$ cat src/rtl/bcd_accum_scan_if.sv
// Command/display bundle for the BCD accumulator: the controller drives commands,
// the accumulator returns the count, the overflow flags and the scanned display lines.
interface bcd_accum_scan_if #(
  parameter int unsigned DIGITS = 4
);
  localparam int unsigned VW = 4 * DIGITS;

  logic              clr;
  logic              load;
  logic [VW-1:0]     load_val;
  logic              inc;
  logic [VW-1:0]     step;
  logic              blank_lz;
  logic [VW-1:0]     value;
  logic              carry;
  logic              ovf;
  logic [6:0]        seg;
  logic [DIGITS-1:0] dig_sel;

  modport master (
    output clr, load, load_val, inc, step, blank_lz,
    input  value, carry, ovf, seg, dig_sel
  );

  modport slave (
    input  clr, load, load_val, inc, step, blank_lz,
    output value, carry, ovf, seg, dig_sel
  );
endinterface

$ cat src/rtl/bcd_accum_scan.sv
// N-digit BCD accumulator (wrap or saturate on overflow) with a multiplexed
// active-low seven-segment scan driver and optional leading-zero blanking.
module bcd_accum_scan #(
  parameter int unsigned DIGITS   = 4,
  parameter int unsigned SCAN_DIV = 50000,
  parameter int unsigned SATURATE = 0
) (
  input logic             clk,
  input logic             rst_n,
  bcd_accum_scan_if.slave bus
);
  localparam int unsigned VW = 4 * DIGITS;
  localparam int unsigned PW = (SCAN_DIV > 1) ? $clog2(SCAN_DIV) : 1;
  localparam int unsigned IW = (DIGITS > 1) ? $clog2(DIGITS) : 1;
  localparam logic [VW-1:0] ALL_NINES = {DIGITS{4'h9}};
  localparam logic [6:0]    SEG_ZERO  = 7'b1000000;
  localparam logic [6:0]    SEG_BLANK = 7'b1111111;

  logic [VW-1:0]     value_q;
  logic              carry_q;
  logic              ovf_q;
  logic [PW-1:0]     presc_q;
  logic [IW-1:0]     idx_q;
  logic [6:0]        seg_q;
  logic [DIGITS-1:0] dig_sel_q;

  logic [VW-1:0]     step_sat;
  logic [VW-1:0]     load_fix;
  logic [VW-1:0]     sum_val;
  logic [4:0]        dsum;
  logic              rc;
  logic              carry_top;

  logic [3:0]        cur_digit;
  logic              upper_nz;
  logic [DIGITS-1:0] sel_oh;
  logic [6:0]        seg_nxt;

  // Active-low {g,f,e,d,c,b,a} pattern for one BCD digit.
  function automatic logic [6:0] seg7(input logic [3:0] d);
    logic [6:0] s;
    case (d)
      4'd0:    s = 7'b1000000;
      4'd1:    s = 7'b1111001;
      4'd2:    s = 7'b0100100;
      4'd3:    s = 7'b0110000;
      4'd4:    s = 7'b0011001;
      4'd5:    s = 7'b0010010;
      4'd6:    s = 7'b0000010;
      4'd7:    s = 7'b1111000;
      4'd8:    s = 7'b0000000;
      4'd9:    s = 7'b0011000;
      default: s = SEG_BLANK;
    endcase
    return s;
  endfunction

  // Operand sanitising and single-cycle ripple BCD add.
  always_comb begin
    step_sat  = '0;
    load_fix  = '0;
    sum_val   = '0;
    dsum      = '0;
    rc        = 1'b0;
    for (int i = 0; i < DIGITS; i++) begin
      step_sat[4*i +: 4] = (bus.step[4*i +: 4] > 4'd9) ? 4'd9 : bus.step[4*i +: 4];
      load_fix[4*i +: 4] = (bus.load_val[4*i +: 4] > 4'd9) ? 4'd0 : bus.load_val[4*i +: 4];
      dsum = 5'(value_q[4*i +: 4]) + 5'(step_sat[4*i +: 4]) + 5'(rc);
      if (dsum > 5'd9) begin
        sum_val[4*i +: 4] = 4'(dsum - 5'd10);
        rc                = 1'b1;
      end else begin
        sum_val[4*i +: 4] = dsum[3:0];
        rc                = 1'b0;
      end
    end
    carry_top = rc;
  end

  // Count register: clr beats load beats inc.
  always_ff @(posedge clk or negedge rst_n) begin
    if (!rst_n) begin
      value_q <= '0;
      carry_q <= 1'b0;
      ovf_q   <= 1'b0;
    end else if (bus.clr) begin
      value_q <= '0;
      carry_q <= 1'b0;
      ovf_q   <= 1'b0;
    end else if (bus.load) begin
      value_q <= load_fix;
      carry_q <= 1'b0;
    end else if (bus.inc) begin
      carry_q <= carry_top;
      if (carry_top) begin
        ovf_q <= 1'b1;
      end
      value_q <= (carry_top && (SATURATE != 0)) ? ALL_NINES : sum_val;
    end else begin
      carry_q <= 1'b0;
    end
  end

  // Scan prescaler and digit index; independent of the count commands.
  always_ff @(posedge clk or negedge rst_n) begin
    if (!rst_n) begin
      presc_q <= '0;
      idx_q   <= '0;
    end else if (presc_q == PW'(SCAN_DIV - 1)) begin
      presc_q <= '0;
      idx_q   <= (idx_q == IW'(DIGITS - 1)) ? '0 : idx_q + IW'(1);
    end else begin
      presc_q <= presc_q + PW'(1);
    end
  end

  // Select the active digit and decide blanking from it and everything above it.
  always_comb begin
    cur_digit = '0;
    upper_nz  = 1'b0;
    sel_oh    = '0;
    for (int i = 0; i < DIGITS; i++) begin
      if (IW'(i) == idx_q) begin
        cur_digit = value_q[4*i +: 4];
        sel_oh[i] = 1'b1;
      end
      if ((IW'(i) >= idx_q) && (value_q[4*i +: 4] != 4'd0)) begin
        upper_nz = 1'b1;
      end
    end
    if (bus.blank_lz && (idx_q != '0) && !upper_nz) begin
      seg_nxt = SEG_BLANK;
    end else begin
      seg_nxt = seg7(cur_digit);
    end
  end

  // seg and dig_sel register together so they always describe the same digit.
  always_ff @(posedge clk or negedge rst_n) begin
    if (!rst_n) begin
      seg_q     <= SEG_ZERO;
      dig_sel_q <= DIGITS'(1);
    end else begin
      seg_q     <= seg_nxt;
      dig_sel_q <= sel_oh;
    end
  end

  assign bus.value   = value_q;
  assign bus.carry   = carry_q;
  assign bus.ovf     = ovf_q;
  assign bus.seg     = seg_q;
  assign bus.dig_sel = dig_sel_q;

endmodule

$ cat src/flat_wrapper.sv
// flat-port wrapper written by rule: the top's interface ports become plain ports
module bcd_accum_scan_flat 
#(
  parameter int unsigned DIGITS   = 4,
  parameter int unsigned SCAN_DIV = 50000,
  parameter int unsigned SATURATE = 0
)
  (clk, rst_n, bus_clr, bus_load, bus_load_val, bus_inc, bus_step, bus_blank_lz, bus_value, bus_carry, bus_ovf, bus_seg, bus_dig_sel);
  bcd_accum_scan_if #(.DIGITS(DIGITS)) bus_i ();
  input logic clk;
  input logic rst_n;
  input wire logic [$bits(bus_i.clr)-1:0] bus_clr;
  input wire logic [$bits(bus_i.load)-1:0] bus_load;
  input wire logic [$bits(bus_i.load_val)-1:0] bus_load_val;
  input wire logic [$bits(bus_i.inc)-1:0] bus_inc;
  input wire logic [$bits(bus_i.step)-1:0] bus_step;
  input wire logic [$bits(bus_i.blank_lz)-1:0] bus_blank_lz;
  output wire logic [$bits(bus_i.value)-1:0] bus_value;
  output wire logic [$bits(bus_i.carry)-1:0] bus_carry;
  output wire logic [$bits(bus_i.ovf)-1:0] bus_ovf;
  output wire logic [$bits(bus_i.seg)-1:0] bus_seg;
  output wire logic [$bits(bus_i.dig_sel)-1:0] bus_dig_sel;
  assign bus_i.clr = bus_clr;
  assign bus_i.load = bus_load;
  assign bus_i.load_val = bus_load_val;
  assign bus_i.inc = bus_inc;
  assign bus_i.step = bus_step;
  assign bus_i.blank_lz = bus_blank_lz;
  assign bus_value = bus_i.value;
  assign bus_carry = bus_i.carry;
  assign bus_ovf = bus_i.ovf;
  assign bus_seg = bus_i.seg;
  assign bus_dig_sel = bus_i.dig_sel;
  bcd_accum_scan #(.DIGITS(DIGITS), .SCAN_DIV(SCAN_DIV), .SATURATE(SATURATE)) u_core (.clk(clk), .rst_n(rst_n), .bus(bus_i));
endmodule
$ cat config.mk
export PLATFORM = sky130hd
export DESIGN_NAME = bcd_accum_scan_flat
export DESIGN_NICKNAME = d
export VERILOG_FILES = /design/src/rtl/bcd_accum_scan_if.sv /design/src/rtl/bcd_accum_scan.sv /design/src/flat_wrapper.sv
export SDC_FILE = /design/constraint.sdc
export NUM_CORES = 1
export LEC_CHECK = 0
export ABC_AREA = 0
export BUFFER_PORTS_ARGS = -buffer_cell sky130_fd_sc_hd__buf_2
export CORE_ASPECT_RATIO = 0.75
export CORE_UTILIZATION = 51
export DETAILED_ROUTE_END_ITERATION = 8
export MAX_ROUTING_LAYER = met4
export PLACE_DENSITY = 0.85
export SLEW_MARGIN = 0
export SYNTH_ARGS = -nofsm -noshare
export SYNTH_HDL_FRONTEND = slang
export SYNTH_SLANG_ARGS = --single-unit
$ cat constraint.sdc
create_clock -name clk -period 6.6 [get_ports clk]
set_input_delay 1.32 -clock clk [delete_from_list [all_inputs] [get_ports clk]]
set_output_delay 1.32 -clock clk [all_outputs]
set_load 0.05 [all_outputs]
======== Yosys cells after proc, flatten, opt, wreduce, memory -nomap -nowiden ========
Memory sizes are Yosys's and may differ from the RTL's.
Cells that the tools add are included.
word-level totals
  flip-flop bits (word level) ............. 47
  latch bits .............................. 0
  memory bits (writable) .................. 0
  bits in read-only memories .............. 112
  bits of input ports ..................... 38
  word-level logic and storage cells ...... 101
  memories ................................ 1
memories
  name             words  bits a word  read ports  clocked after memory_dff  write ports  line                  text
  (no name shown)  16     7            1           0                         0            bcd_accum_scan.sv:42  case (d)
operators by class
  $add $sub $neg .......................... 13
  multiply operators ...................... 0
  div/mod/pow operators ................... 0
  magnitude comparators ................... 16
  equality and inequality tests ........... 6
  shift-type cells ........................ 0
  mux-type cells .......................... 41
  bitwise logic cells ..................... 0
  reduce and logical (&&, ||, !) cells .... 17
operators with widths
  operator                 count
  $mux W16                 4
  $mux W4                  16
  $gt A4 B4 Y1 const B     8
  $add A4 B4 Y5            4
  $gt A5 B4 Y1 const B     4
  $mux W1                  19
  $add A16 B1 Y16 const B  1
  $eq A16 B16 Y1 const B   1
  $reduce_bool A4 Y1       4
  $sub A4 B4 Y4 const B    4
  $add A5 B1 Y5            3
  $mux W7                  1
  $logic_and A1 B1 Y1      6
  $reduce_bool A2 Y1       3
  $eq A2 B2 Y1 const A     2
  $ge A1 B2 Y1 const A     2
  $ge A2 B2 Y1 const A     2
  $reduce_and A3 Y1        1
  $reduce_bool A3 Y1       1
  $add A2 B1 Y2 const B    1
  $eq A1 B2 Y1 const A     1
  $eq A2 B2 Y1 const B     1
  $logic_not A2 Y1         1
  $mux W2                  1
  other kinds (2)          2

======== Logic depth before layout (Yosys ltp) ========
Gate-level depths: netlist (run 1).
  depth in word-level cells ............... 18
  gate-level depth with buffers ........... 28

======== Worst setup path before layout (run 1) ========
Ideal clock, no wire load.
  path kind ............................... input -> register
  start ................................... input bus_step[2]
  end ..................................... register u_core.value_q[14], in the netlist u_core.bus.value[14]
  setup time .............................. 0.099 ns
  arrival ................................. 7.218 ns
  required time ........................... 6.501 ns
  setup slack ............................. -0.717 ns
  cell stages on the path ................. 27
  buffers on the path ..................... 0
  cell sequence ........................... o21ai_0 > nand2b_1 > ha_1 > inv_1 > fa_1 > xnor2_1 > inv_2 > and2_4 > o31ai_4 > fa_1 > fa_1 > xnor2_1 > and2_4 > o31ai_4 > fa_1 > fa_1 > xnor2_1 > and2_4 > o31ai_4 > fa_1 > fa_1 > xnor2_1 > ha_1 > nor2b_1 > a31oi_1 > a21oi_1 > a311oi_1
between the ends
  longest elaborated chain between the ends .. 17
  elaborated cells between the ends (all ways) .. 18
RTL lines
  element                                               line                                        text
  start: declaration                                    flat_wrapper.sv:16                          input wire logic [$bits(bus_i.step)-1:0] bus_step;
  $gt A4 B4 Y1                                          bcd_accum_scan.sv:66                        step_sat[4*i +: 4] = (bus.step[4*i +: 4] > 4'd9) ? 4'd9 : bus.step[4*i +: 4];
  $mux W4 (*)                                           bcd_accum_scan.sv:66
  $add A4 B4 Y5 (*)                                     bcd_accum_scan.sv:68                        dsum = 5'(value_q[4*i +: 4]) + 5'(step_sat[4*i +: 4]) + 5'(rc);
  $gt A5 B4 Y1 (*)                                      bcd_accum_scan.sv:69                        if (dsum > 5'd9) begin
  $mux W1 (*)                                           bcd_accum_scan.sv:69
  $add A5 B1 Y5 (*)                                     bcd_accum_scan.sv:68
  $gt A5 B4 Y1 (*)                                      bcd_accum_scan.sv:69
  $mux W1 (*)                                           bcd_accum_scan.sv:69
  $add A5 B1 Y5 (*)                                     bcd_accum_scan.sv:68
  $gt A5 B4 Y1 (*)                                      bcd_accum_scan.sv:69
  $mux W1 (*)                                           bcd_accum_scan.sv:69
  $add A5 B1 Y5 (*)                                     bcd_accum_scan.sv:68
  $sub A4 B4 Y4 / $gt A5 B4 Y1 (equally long branches)  bcd_accum_scan.sv:70, bcd_accum_scan.sv:69
  $mux W4 (*)                                           bcd_accum_scan.sv:69
  $mux W16 (*)                                          bcd_accum_scan.sv:93                        end else if (bus.inc) begin
  $mux W16 (*)                                          bcd_accum_scan.sv:90                        end else if (bus.load) begin
  $mux W16 (*)                                          bcd_accum_scan.sv:86                        end else if (bus.clr) begin
  end signal: assignment                                bcd_accum_scan.sv:91                        value_q <= load_fix;
  end signal: assignment                                bcd_accum_scan.sv:98                        value_q <= (carry_top && (SATURATE != 0)) ? ALL_NINES : sum_val;
  end: declaration                                      bcd_accum_scan.sv:19                        logic [VW-1:0] value_q;
Mark *: on every way between the ends. The rest lies on a longest branch, timed or not. The select of a mux whose other input is x is not followed.
A chain may end at the register's enable or synchronous reset.

======== Worst setup path in the final report (run 1) ========
Ends and elaborated chain as after synthesis.

==> impl_metrics.py, run 1 <==
metrics = {
    "power_and_ir_drop": {
        "ir_worst_vdd_v": 0.000131,
        "p_per_area_nw_per_um2": 262,
        "p_leak_nw": 2.30,
    },
    "synthesis": {
        "syn_nets": 493,
        "ys_seq_area_share_pct": 31.3,
        "synth_edf_count": 0,
        "netlist_area_um2": 3770,
        "avgSynthCellArea_um2": 8.98,
        "synth_ff_type": "dfrtp_1",
        "yosysWarnings": 0,
        "ys_ff_latch": 47,
        "synthCells": 420,
        "synth_cell_types": 69,
        "async_flop_share_pct": 100,
    },
    "final_layout": {
        "fin_nets": 595,
        "design_area_um2": 4770,
        "utilization_pct": 68.2,
        "ff_latch_area_um2": 1180,
        "fillers": 548,
        "multiInputGateArea_um2": 2570,
        "final_cells": 621,
        "syn_to_final_growth_pct": 26.5,
        "antennaDiodeCount": 0,
        "drive_above_1_share_pct": 33.3,
    },
    "worst_setup_path": {
        "regToRegEndpoint": "u_core.bus.value[14]",
        "cp.required_ns": 6.78,
        "crit_top_cell": "fa_2",
        "r2r_cells": 26,
        "cpPeakStageDelay_ns": 0.57,
        "crit_start": "bus_step[2]",
        "arrival_ns": 6.93,
        "r2r_slack_ns": 0.59,
        "crit_type": "input port to flip-flop",
        "cp_max_fo": 4,
        "slowest_stage": "fa_2",
        "endpoint_kind": "flip-flop",
        "critPathLaunchType": "input port",
        "endpoint": "u_core.bus.value[14]",
        "r2r_start": "u_core.bus.value[0]",
    },
    "timing": {
        "fin_crit_sh_pct": 102,
        "clock_skew_ns": 0.00731,
        "hold-worst-slack_ns": 0.487,
        "worst_pin_slew_ns": 1.00,
        "slew_viol_final": 0,
        "setup_viol": 4,
        "setup_ws_ns": -0.155,
        "hold_viol": 0,
        "slew_headroom_pct": 33.1,
        "rsz0062_at_grt": "true",
        "max_freq_ghz": 0.148,
        "min_period_ns": 6.76,
    },
    "clock_tree": {
        "cts_tree": "yes",
        "clkTransAtPathRegs_ns": 0.09,
        "cts.path.max_buffers": 2,
        "clock-root-buffer": "clkbuf_8",
        "clock-sinks": 47,
        "clk_latency_ns": 0.30,
        "cts.htree.levels": 2,
        "hold_buffers": 0,
        "numCtsBuffers": 5,
    },
    "global_route": {
        "grt_pass1_wl_mm": 15.4,
        "antenna_found_initial": 0,
        "grt_pass1_vias": 3445,
        "grt-ovfl-total": 0,
        "grt_usage_pct": 25.4,
        "grt_max_degree": 48,
    },
    "drt": {
        "dr.first_iter.drc_count": 183,
        "viasPerCell": 5.80,
        "drc_errors": 0,
        "avgRoutedWirePerCell_um": 15.1,
        "routed_wl_mm": 9.37,
        "first_pass_iters": 5,
        "ant_nets": 0,
        "via_count": 3602,
    },
    "die": {
        "fp-row-count": 26,
        "io_pins": 67,
        "die_area_um2": 7750,
        "die_x_um": 101,
        "core_um2": 6990,
        "initial_core_util_pct": 53.9,
        "die_h_um": 76.5,
    },
    "place": {
        "routabilityCongestion": 0.964,
        "placed_area_um2": 4490,
        "dp.cells": 603,
        "pre_cts_slack_ns": -0.603,
        "hpwl_mm": 7.00,
        "port_buffers": 66,
    },
    "outcome": {
        "status": "complete, but fails checks",
        "violations": "negative setup slack",
    },
    "min_path": {
        "hold_path_depth": 1,
        "min_path_type": "flip-flop to flip-flop",
        "hp-start": "u_core.presc_q[0]",
    },
    "job": {
        "maxCapViolCount": 0,
    },
}
kinds of logic after synthesis:
| kind of cell | Yosys count | synth area share (%) |
|---|---|---|
| compound gates | 117 | 22.3 |
| xor+xnor | 17 | 3.95 |
| fa+ha+maj | 35 | 13.0 |
| buf+inv | 37 | 4.18 |
| flops | 47 | 31.3 |
| mux | 9 | 2.82 |
| simple gates | 158 | 22.5 |
power by group:
part	switching [mW]	internal, mW
registers	0.0281	0.310
logic	0.358	0.307
clock network	0.0963	0.151
state kept, by name (all words and copies together) (netlist names):
| signal | count |
|---|---|
| u_core.bus.dig_sel | 4 |
| u_core.bus.value | 16 |
| u_core.bus.ovf | 1 |
| u_core.presc_q | 16 |
| u_core.idx_q | 2 |
| u_core.bus.carry | 1 |
| u_core.bus.seg | 7 |
cells in the final DEF (no fill, tap or decap), types with 6 or more instances in the layout:
| master | Yosys | layout |
|---|---|---|
| a21o_1 | 8 | 8 |
| a21oi_1 | 22 | 21 |
| and3_1 | 6 | 6 |
| buf_2 | 3 | 63 |
| buf_4 | 0 | 45 |
| dfrtp_1 | 45 | 45 |
| fa_2 | 0 | 7 |
| ha_1 | 28 | 26 |
| inv_1 | 18 | 16 |
| nand2_1 | 34 | 34 |
| nand2b_1 | 11 | 11 |
| nand3_1 | 20 | 20 |
| nor2_1 | 36 | 34 |
| nor2b_1 | 16 | 15 |
| o21ai_0 | 26 | 23 |
| o21ai_1 | 6 | 8 |
| o31ai_1 | 6 | 6 |
| xnor2_1 | 11 | 7 |
| xor2_1 | 6 | 6 |
routing by layer:
layer	vias to the layer above	GRT usage (%)	part of all wire [%]
li1	1726	-	-
met1	1701	34.0	44
met2	154	39.5	48
met3	21	3.12	6.1
met4	0	9.28	2.0
met5	-	-	0
through the flow:
step                setup TNS [ns]  power (mW)
CTS                        -0.0215        1.22
global placement             -1.64       0.905
floorplan                   -0.824       0.735
finish                      -0.322        1.25
detailed placement           -2.68       0.927
global route                 -1.29        1.32
critical path: cells and delay by family:
| family | cells | cell delay (ns) |
|---|---|---|
| fa+ha+maj | 9 | 3.19 |
| buf+inv | 4 | 0.24 |
| compound gates | 11 | 1.55 |
| simple gates | 4 | 0.47 |
| xor+xnor | 1 | 0.16 |
Yosys cell counts (4+ instances only):
cell type | n | share of area [%]
nand2_1 | 34 | 3.4
o31ai_1 | 6 | 1.2
nand2b_1 | 11 | 1.8
a21oi_2 | 4 | 0.93
xor2_1 | 6 | 1.4
clkbuf_1 | 11 | 1.1
o21ai_0 | 26 | 3.5
nand3_1 | 20 | 2.7
xnor2_1 | 11 | 2.6
a31oi_1 | 5 | 0.83
a21o_1 | 8 | 1.6
o31ai_4 | 4 | 2.3
mux2i_1 | 5 | 1.3
nor2_1 | 36 | 3.6
a21oi_1 | 22 | 2.9
dfrtp_1 | 45 | 30
nor2b_1 | 16 | 2.7
inv_1 | 18 | 1.8
ha_1 | 28 | 9.3
fa_1 | 7 | 3.7
o21ai_1 | 6 | 0.80
nor3_1 | 4 | 0.53
and3_1 | 6 | 1.0
timing repair:
item                                   CTS  global route
buffers inserted                         5             6
pin swaps                                7             6
endpoints found under the hold margin    0             0
setup endpoints to repair                5             5
resized for setup                       12             4
final cells by class:
class                      instances  area share [%]
multi-input combinational        336            53.8
sequential                        47            24.7
timing repair buffer             111            14.4
tap                               98            2.57
inverter                          21            1.65
clock buffer                       5            1.44
clock inverter                     3            1.42
how the worst min path moves through the flow:
| stage | end | slack (ns) |
|---|---|---|
| 2_1_floorplan | u_core.presc_q[0] | 0.45 |
| 3_3_place_gp | u_core.presc_q[0] | 0.46 |
| 3_5_place_dp | u_core.presc_q[0] | 0.48 |
| 4_1_cts | u_core.presc_q[0] | 0.49 |
| 5_1_grt | u_core.presc_q[0] | 0.51 |
| 6_report | u_core.presc_q[0] | 0.49 |
Note: power is estimated with default switching activity, not from simulation.
==> run 2: changes to the inputs <==
--- a/config.mk
+++ b/config.mk
@@ -5,10 +5,11 @@
 export SDC_FILE = /design/constraint.sdc
 export NUM_CORES = 1
 export LEC_CHECK = 0
-export ABC_AREA = 0
+export ABC_AREA = 1
 export BUFFER_PORTS_ARGS = -buffer_cell sky130_fd_sc_hd__buf_2
 export CORE_ASPECT_RATIO = 0.75
 export CORE_UTILIZATION = 51
+export CTS_CLUSTER_SIZE = 14
 export DETAILED_ROUTE_END_ITERATION = 8
 export MAX_ROUTING_LAYER = met4
 export PLACE_DENSITY = 0.85
==> constraint.sdc (replaced) <==
create_clock -name clk -period 6.1 [get_ports clk]
set_input_delay 1.22 -clock clk [delete_from_list [all_inputs] [get_ports clk]]
set_output_delay 1.22 -clock clk [all_outputs]
set_load 0.05 [all_outputs]
==> run 2 against run 1 <==
Compared with the run above: the flow still finishes with violations (negative setup slack); worst hold slack better by 0.0092 ns; die area decreased by 4.2%; via count grew 7.6%; core utilization grew 1.8 points; final area is 0.26% higher; synthesized cell count increased by 18%; clock skew is 0.0013 ns higher; clock power is 17% lower; flip-flop and latch count unchanged; critical endpoint is now u_core.bus.value[1]; highest routed layer unchanged.
==> impl_metrics.py, run 2 <==
metrics = {
    "place": {
        "port_buffers": 66,
        "pre_cts_slack_ns": -0.821,
        "dp.cells": 654,
        "placed_area_um2": 4220,
        "hpwl_mm": 6.89,
        "routabilityCongestion": 0.895,
    },
    "final_layout": {
        "drive_above_1_share_pct": 33.0,
        "layout_commonest_cell": "nand2_1",
        "syn_to_final_growth_pct": 32.6,
        "design_area_um2": 4780,
        "fillers": 527,
        "layout_common_cells": "nand2_1 (114), buf_4 (71), inv_1 (65)",
        "fin_nets": 702,
        "final_cells": 714,
        "antennaDiodeCount": 0,
        "ff_latch_area_um2": 1180,
        "multiInputGateArea_um2": 2220,
    },
    "power_and_ir_drop": {
        "ir_worst_vdd_v": 0.000256,
        "p_per_area_nw_per_um2": 349,
        "p_leak_nw": 2.69,
        "power.total_mw": 1.67,
    },
    "timing": {
        "clock_skew_ns": 0.00866,
        "rsz0062_at_grt": "true",
        "setup_viol": 7,
        "setup_ws_ns": -0.546,
        "fin_crit_sh_pct": 109,
        "worst_pin_slew_ns": 1.00,
        "min_period_ns": 6.65,
        "slew_viol_final": 0,
        "hold_viol": 0,
        "max_freq_ghz": 0.150,
        "slew_headroom_pct": 33.1,
    },
    "job": {
        "maxCapViolCount": 0,
    },
    "global_route": {
        "grt_pass1_vias": 3569,
        "grt_usage_pct": 28.0,
        "grt_max_degree": 48,
        "grt-ovfl-total": 0,
        "grt_pass1_wl_mm": 15.9,
        "antenna_found_initial": 0,
    },
    "worst_setup_path": {
        "r2r_cells": 44,
        "cp_max_fo": 2,
        "slowest_stage": "fa_2",
        "crit_buf_inv": 35,
        "critPathLaunchType": "input port",
        "endpoint_kind": "flip-flop",
        "r2r_slack_ns": 0.10,
        "r2r_start": "u_core.bus.value[0]",
        "crit_start": "bus_step[2]",
        "crit_top_cell": "buf_4",
        "path_delay_family": "buffers and inverters",
        "cp.required_ns": 6.29,
        "regToRegEndpoint": "u_core.bus.value[1]",
        "endpoint": "u_core.bus.value[1]",
        "crit_type": "input port to flip-flop",
        "cpPeakStageDelay_ns": 0.42,
        "path_depth": 47,
        "arrival_ns": 6.84,
    },
    "synthesis": {
        "avgSynthCellArea_um2": 7.30,
        "yosys-top-cells-area": "dfrtp_1 (31%), nand2_1 (13%), ha_1 (9.7%)",
        "synth_most_common_cell": "nand2_1",
        "netlist_top_cells_count": "nand2_1 (121), inv_1 (69), nand3_1 (48)",
        "netlist_area_um2": 3610,
        "yosysWarnings": 0,
        "post-synth-top-area-cell": "dfrtp_1",
        "synth_edf_count": 0,
        "ys_ff_latch": 47,
        "synth_top_area_share_pct": 31.2,
        "syn_nets": 567,
        "synthCells": 494,
        "synth_cell_types": 38,
        "ys_seq_area_share_pct": 32.7,
        "async_flop_share_pct": 100,
        "synth_ff_type": "dfrtp_1",
    },
    "drt": {
        "ant_nets": 0,
        "dr.first_iter.drc_count": 165,
        "routed_wl_mm": 10.1,
        "viasPerCell": 5.43,
        "avgRoutedWirePerCell_um": 14.2,
        "first_pass_iters": 5,
        "via_count": 3875,
        "drc_errors": 0,
    },
    "die": {
        "initial_core_util_pct": 52.8,
        "io_pins": 67,
        "die_area_um2": 7420,
        "die_h_um": 74.8,
        "fp-row-count": 26,
        "core_um2": 6830,
        "die_x_um": 99.1,
    },
    "outcome": {
        "violations": "negative setup slack",
        "status": "complete, but fails checks",
    },
    "clock_tree": {
        "clock-sinks": 47,
        "clkTransAtPathRegs_ns": 0.09,
        "cts_tree": "yes",
        "clock-root-buffer": "clkbuf_8",
        "clk_latency_ns": 0.29,
        "numCtsBuffers": 5,
        "cts.htree.levels": 2,
        "cts.path.max_buffers": 2,
    },
    "min_path": {
        "min_path_type": "flip-flop to flip-flop",
        "hold_path_depth": 1,
    },
}
## run 2: metal layers
metal / global-route usage [%] / up-vias / wire [µm]
met4: 8.33 / 0 / 280
met3: 3.71 / 35 / 588
met2: 49.4 / 170 / 4900
met5: - / - / 0
met1: 34.1 / 1803 / 4350
li1: - / 1867 / -
## run 2: cell type report
class                           count  area share, %
Multi-Input combinational cell    361           46.3
Sequential cell                    47           24.6
Timing Repair Buffer              138           18.7
Inverter                           76           5.99
Tap cell                           84           2.20
Clock buffer                        8           2.09
## run 2: kinds of logic after synthesis
family	synth area share (%)
compound gates	11.3
xor+xnor	1.94
fa+ha+maj	13.6
buf+inv	9.57
flops	32.7
simple gates	31.0
## run 2: how the worst min path moves through the flow
| stage | to | from | slack, ns |
|---|---|---|---|
| 6_report | u_core.presc_q[0] | u_core.presc_q[0] | 0.50 |
| 5_1_grt | u_core.presc_q[0] | u_core.presc_q[0] | 0.52 |
| 4_1_cts | u_core.presc_q[0] | u_core.presc_q[0] | 0.50 |
| 3_5_place_dp | u_core.bus.ovf | u_core.bus.ovf | 0.48 |
| 3_3_place_gp | u_core.bus.ovf | u_core.bus.ovf | 0.46 |
| 2_1_floorplan | u_core.presc_q[0] | u_core.presc_q[0] | 0.45 |
## run 2: repair_timing
item | CTS | global route
hold buffers | 0 | 0
setup endpoints to repair | 5 | 7
gates resized for setup | 7 | 13
buffers inserted | 44 | 9
pin swaps | 21 | 6
## run 2: stage by stage
step           TNS [ns]  utilization, %  hold WS (ns)
6_report          -3.21            70.0         0.496
5_1_grt           -4.54            70.0         0.515
4_1_cts           -1.70            68.5         0.496
3_5_place_dp      -4.01            61.8         0.475
3_3_place_gp      -2.91            61.8         0.463
2_1_floorplan     -1.92               -         0.451
## run 2: power by group
| group | total, mW | leakage [nW] | switching (mW) | internal [mW] |
|---|---|---|---|---|
| Sequential | 0.389 | 0.612 | 0.0415 | 0.347 |
| Clock | 0.206 | 0.0515 | 0.102 | 0.104 |
| Combinational | 1.08 | 2.02 | 0.580 | 0.496 |
==> run 3: changes to the inputs <==
--- a/config.mk
+++ b/config.mk
@@ -5,7 +5,6 @@
 export SDC_FILE = /design/constraint.sdc
 export NUM_CORES = 1
 export LEC_CHECK = 0
-export ABC_AREA = 1
 export BUFFER_PORTS_ARGS = -buffer_cell sky130_fd_sc_hd__buf_2
 export CORE_ASPECT_RATIO = 0.75
 export CORE_UTILIZATION = 51
==> constraint.sdc (replaced) <==
create_clock -name clk -period 6.1 [get_ports clk]
set_input_delay 0.305 -clock clk [delete_from_list [all_inputs] [get_ports clk]]
set_output_delay 0.305 -clock clk [all_outputs]
set_load 0.05 [all_outputs]
==> run 3 against run 2 <==
Compared with the run above: the run now ends clean; total power shrank 24%; critical endpoint is now u_core.bus.value[13]; global-route usage fell by 0.75 points; core utilization is 3.2 points lower; critical path type is now flip-flop to flip-flop; final area shrank 2.2%; worst setup slack improved by 0.63 ns; non-clock buffer count fell by 33; routed wire length is 2.2% lower; flip-flop and latch count unchanged; largest power group unchanged; sequential share of layout area is 0.65 points higher.
==> impl_metrics.py, run 3 (same netlist as run 1, synthesis figures left out) <==
metrics = {
    "timing": {
        "worst_pin_slew_ns": 1.05,
        "hold_viol": 0,
        "clock_skew_ns": 0.00844,
        "setup_ws_ns": 0.0792,
        "slew_viol_final": 0,
        "min_period_ns": 6.02,
        "hold-worst-slack_ns": 0.183,
        "slew_headroom_pct": 29.9,
        "setup_viol": 0,
        "max_freq_ghz": 0.166,
        "fin_crit_sh_pct": 98.7,
        "rsz0062_at_grt": "true",
        "fin_tns_setup_ns": 0,
    },
    "min_path": {
        "min_path_type": "input port to async pin",
    },
    "die": {
        "io_pins": 67,
        "core_um2": 6990,
        "die_x_um": 101,
        "initial_core_util_pct": 53.9,
        "die_h_um": 76.5,
        "fp-row-count": 26,
        "die_area_um2": 7750,
    },
    "drt": {
        "avgRoutedWirePerCell_um": 16.1,
        "ant_nets": 0,
        "drc_errors": 0,
        "dr.first_iter.drc_count": 295,
        "routed_wl_mm": 9.90,
        "via_count": 3584,
        "viasPerCell": 5.83,
        "first_pass_iters": 6,
    },
    "final_layout": {
        "ff_latch_area_um2": 1180,
        "drive_above_1_share_pct": 32.3,
        "antennaDiodeCount": 0,
        "layout_common_cells": "buf_2 (66), dfrtp_1 (42), buf_4 (38)",
        "multiInputGateArea_um2": 2580,
        "fillers": 551,
        "syn_to_final_growth_pct": 24.0,
        "utilization_pct": 66.9,
        "layout_commonest_cell": "buf_2",
        "fin_nets": 589,
    },
    "clock_tree": {
        "cts.path.max_buffers": 2,
        "clock-sinks": 47,
        "cts.htree.levels": 2,
        "numCtsBuffers": 5,
        "clkTransAtPathRegs_ns": 0.09,
        "clk_latency_ns": 0.31,
        "cts_tree": "yes",
        "clock-root-buffer": "clkbuf_8",
    },
    "job": {
        "maxCapViolCount": 0,
    },
    "global_route": {
        "grt_max_degree": 48,
        "grt_pass1_vias": 3401,
        "grt_usage_pct": 27.2,
        "grt-ovfl-total": 0,
        "antenna_found_initial": 0,
        "grt_pass1_wl_mm": 16.2,
    },
    "power_and_ir_drop": {
        "p_per_area_nw_per_um2": 271,
        "ir_worst_vdd_v": 0.000113,
        "p_leak_nw": 2.24,
    },
    "outcome": {
        "status": "finished, final reports clean",
    },
    "place": {
        "pre_cts_slack_ns": -0.315,
        "routabilityCongestion": 0.932,
        "port_buffers": 66,
        "hpwl_mm": 7.40,
    },
    "worst_setup_path": {
        "endpoint_kind": "flip-flop",
        "cp_max_fo": 4,
        "cp.required_ns": 6.34,
        "crit_type": "flip-flop to flip-flop",
        "arrival_ns": 6.26,
        "critPathLaunchType": "flip-flop",
    },
}
==> run 3: cell count changes in the layout (fill, tap and decap cells not counted), moves of 6 or more <==
cell and delta:
o31ai_1 +6, nor2b_1 +15, nand2b_1 +11, nand2_1 -80, nand2_2 -9, inv_1 -49, a21o_1 +8, a21oi_1 -11
xnor2_1 +7, and3_1 +6, buf_4 -33, nand3_1 -25
==> run 3: cell type report <==
cell class	count	area share, %
tap	98	2.62
multi-input combinational	336	55.2
inverter	21	1.69
timing repair buffer	105	13.4
clock buffer	5	1.47
sequential	47	25.3
clock inverter	3	0.321
==> run 3: stage by stage <==
step / cells / instance area, µm² / total power, mW
2_1_floorplan: 420 / 3830 / 0.779
3_3_place_gp: 596 / 4410 / 0.955
3_5_place_dp: 596 / 4410 / 0.976
4_1_cts: 606 / 4520 / 1.17
5_1_grt: 615 / 4680 / 1.34
6_report: 615 / 4680 / 1.27
==> run 3: timing repair <==
action / CTS / global route
resized for setup: 1 / 16
setup endpoints to repair: 3 / 5
hold endpoints to repair: 0 / 0
hold buffers: 0 / 0
pin swaps: 3 / 17
buffers inserted: 2 / 9
==> run 3: final timing paths <==
| check | startpoint | endpoint | slack, ns | cells after the start |
|---|---|---|---|---|
| worst max-delay path | u_core.bus.value[0] | u_core.bus.value[13] | 0.08 | 26 |
| worst min-delay path | rst_n | u_core.bus.seg[0] | 0.18 | 1 |
| worst max register to register | u_core.bus.value[0] | u_core.bus.value[13] | 0.08 | 26 |
| worst min register to register | u_core.presc_q[0] | u_core.presc_q[0] | 0.51 | 1 |
| max in group asynchronous | rst_n | u_core.bus.value[2] | 5.21 | 1 |
| min in group clk | bus_load_val[12] | u_core.bus.value[12] | 0.26 | 3 |
==> run 3: worst max-delay path: stages, from the launching register on <==
cell and delay, ns:
dfrtp_2 0.42, ha_4 0.15, inv_2 0.04, fa_2 0.43, xnor2_2 0.18, inv_2 0.07
and2_4 0.15, o31ai_4 0.06, fa_2 0.37, fa_2 0.39, a21o_1 0.21, a21oi_2 0.19
o31ai_4 0.11, fa_2 0.38, fa_2 0.41, a21o_1 0.20, a21oi_4 0.18, o31ai_4 0.12
fa_2 0.41, fa_2 0.56, inv_2 0.05, ha_4 0.15, nor2b_4 0.13, a31oi_4 0.19
buf_6 0.14, o221ai_4 0.09, nor3_2 0.18
==> run 3: power by group <==
| part | internal (mW) | total (mW) | switching [mW] |
|---|---|---|---|
| sequential | 0.335 | 0.366 | 0.0301 |
| clock | 0.0786 | 0.184 | 0.105 |
| combinational | 0.328 | 0.717 | 0.389 |
==> run 3: layer usage <==
metal	wire (µm)	track usage (%)	up-vias
li1	-	-	1704
met2	4780	42.4	161
met5	0	-	-
met4	174	7.97	0
met3	624	3.85	21
met1	4330	36.8	1698
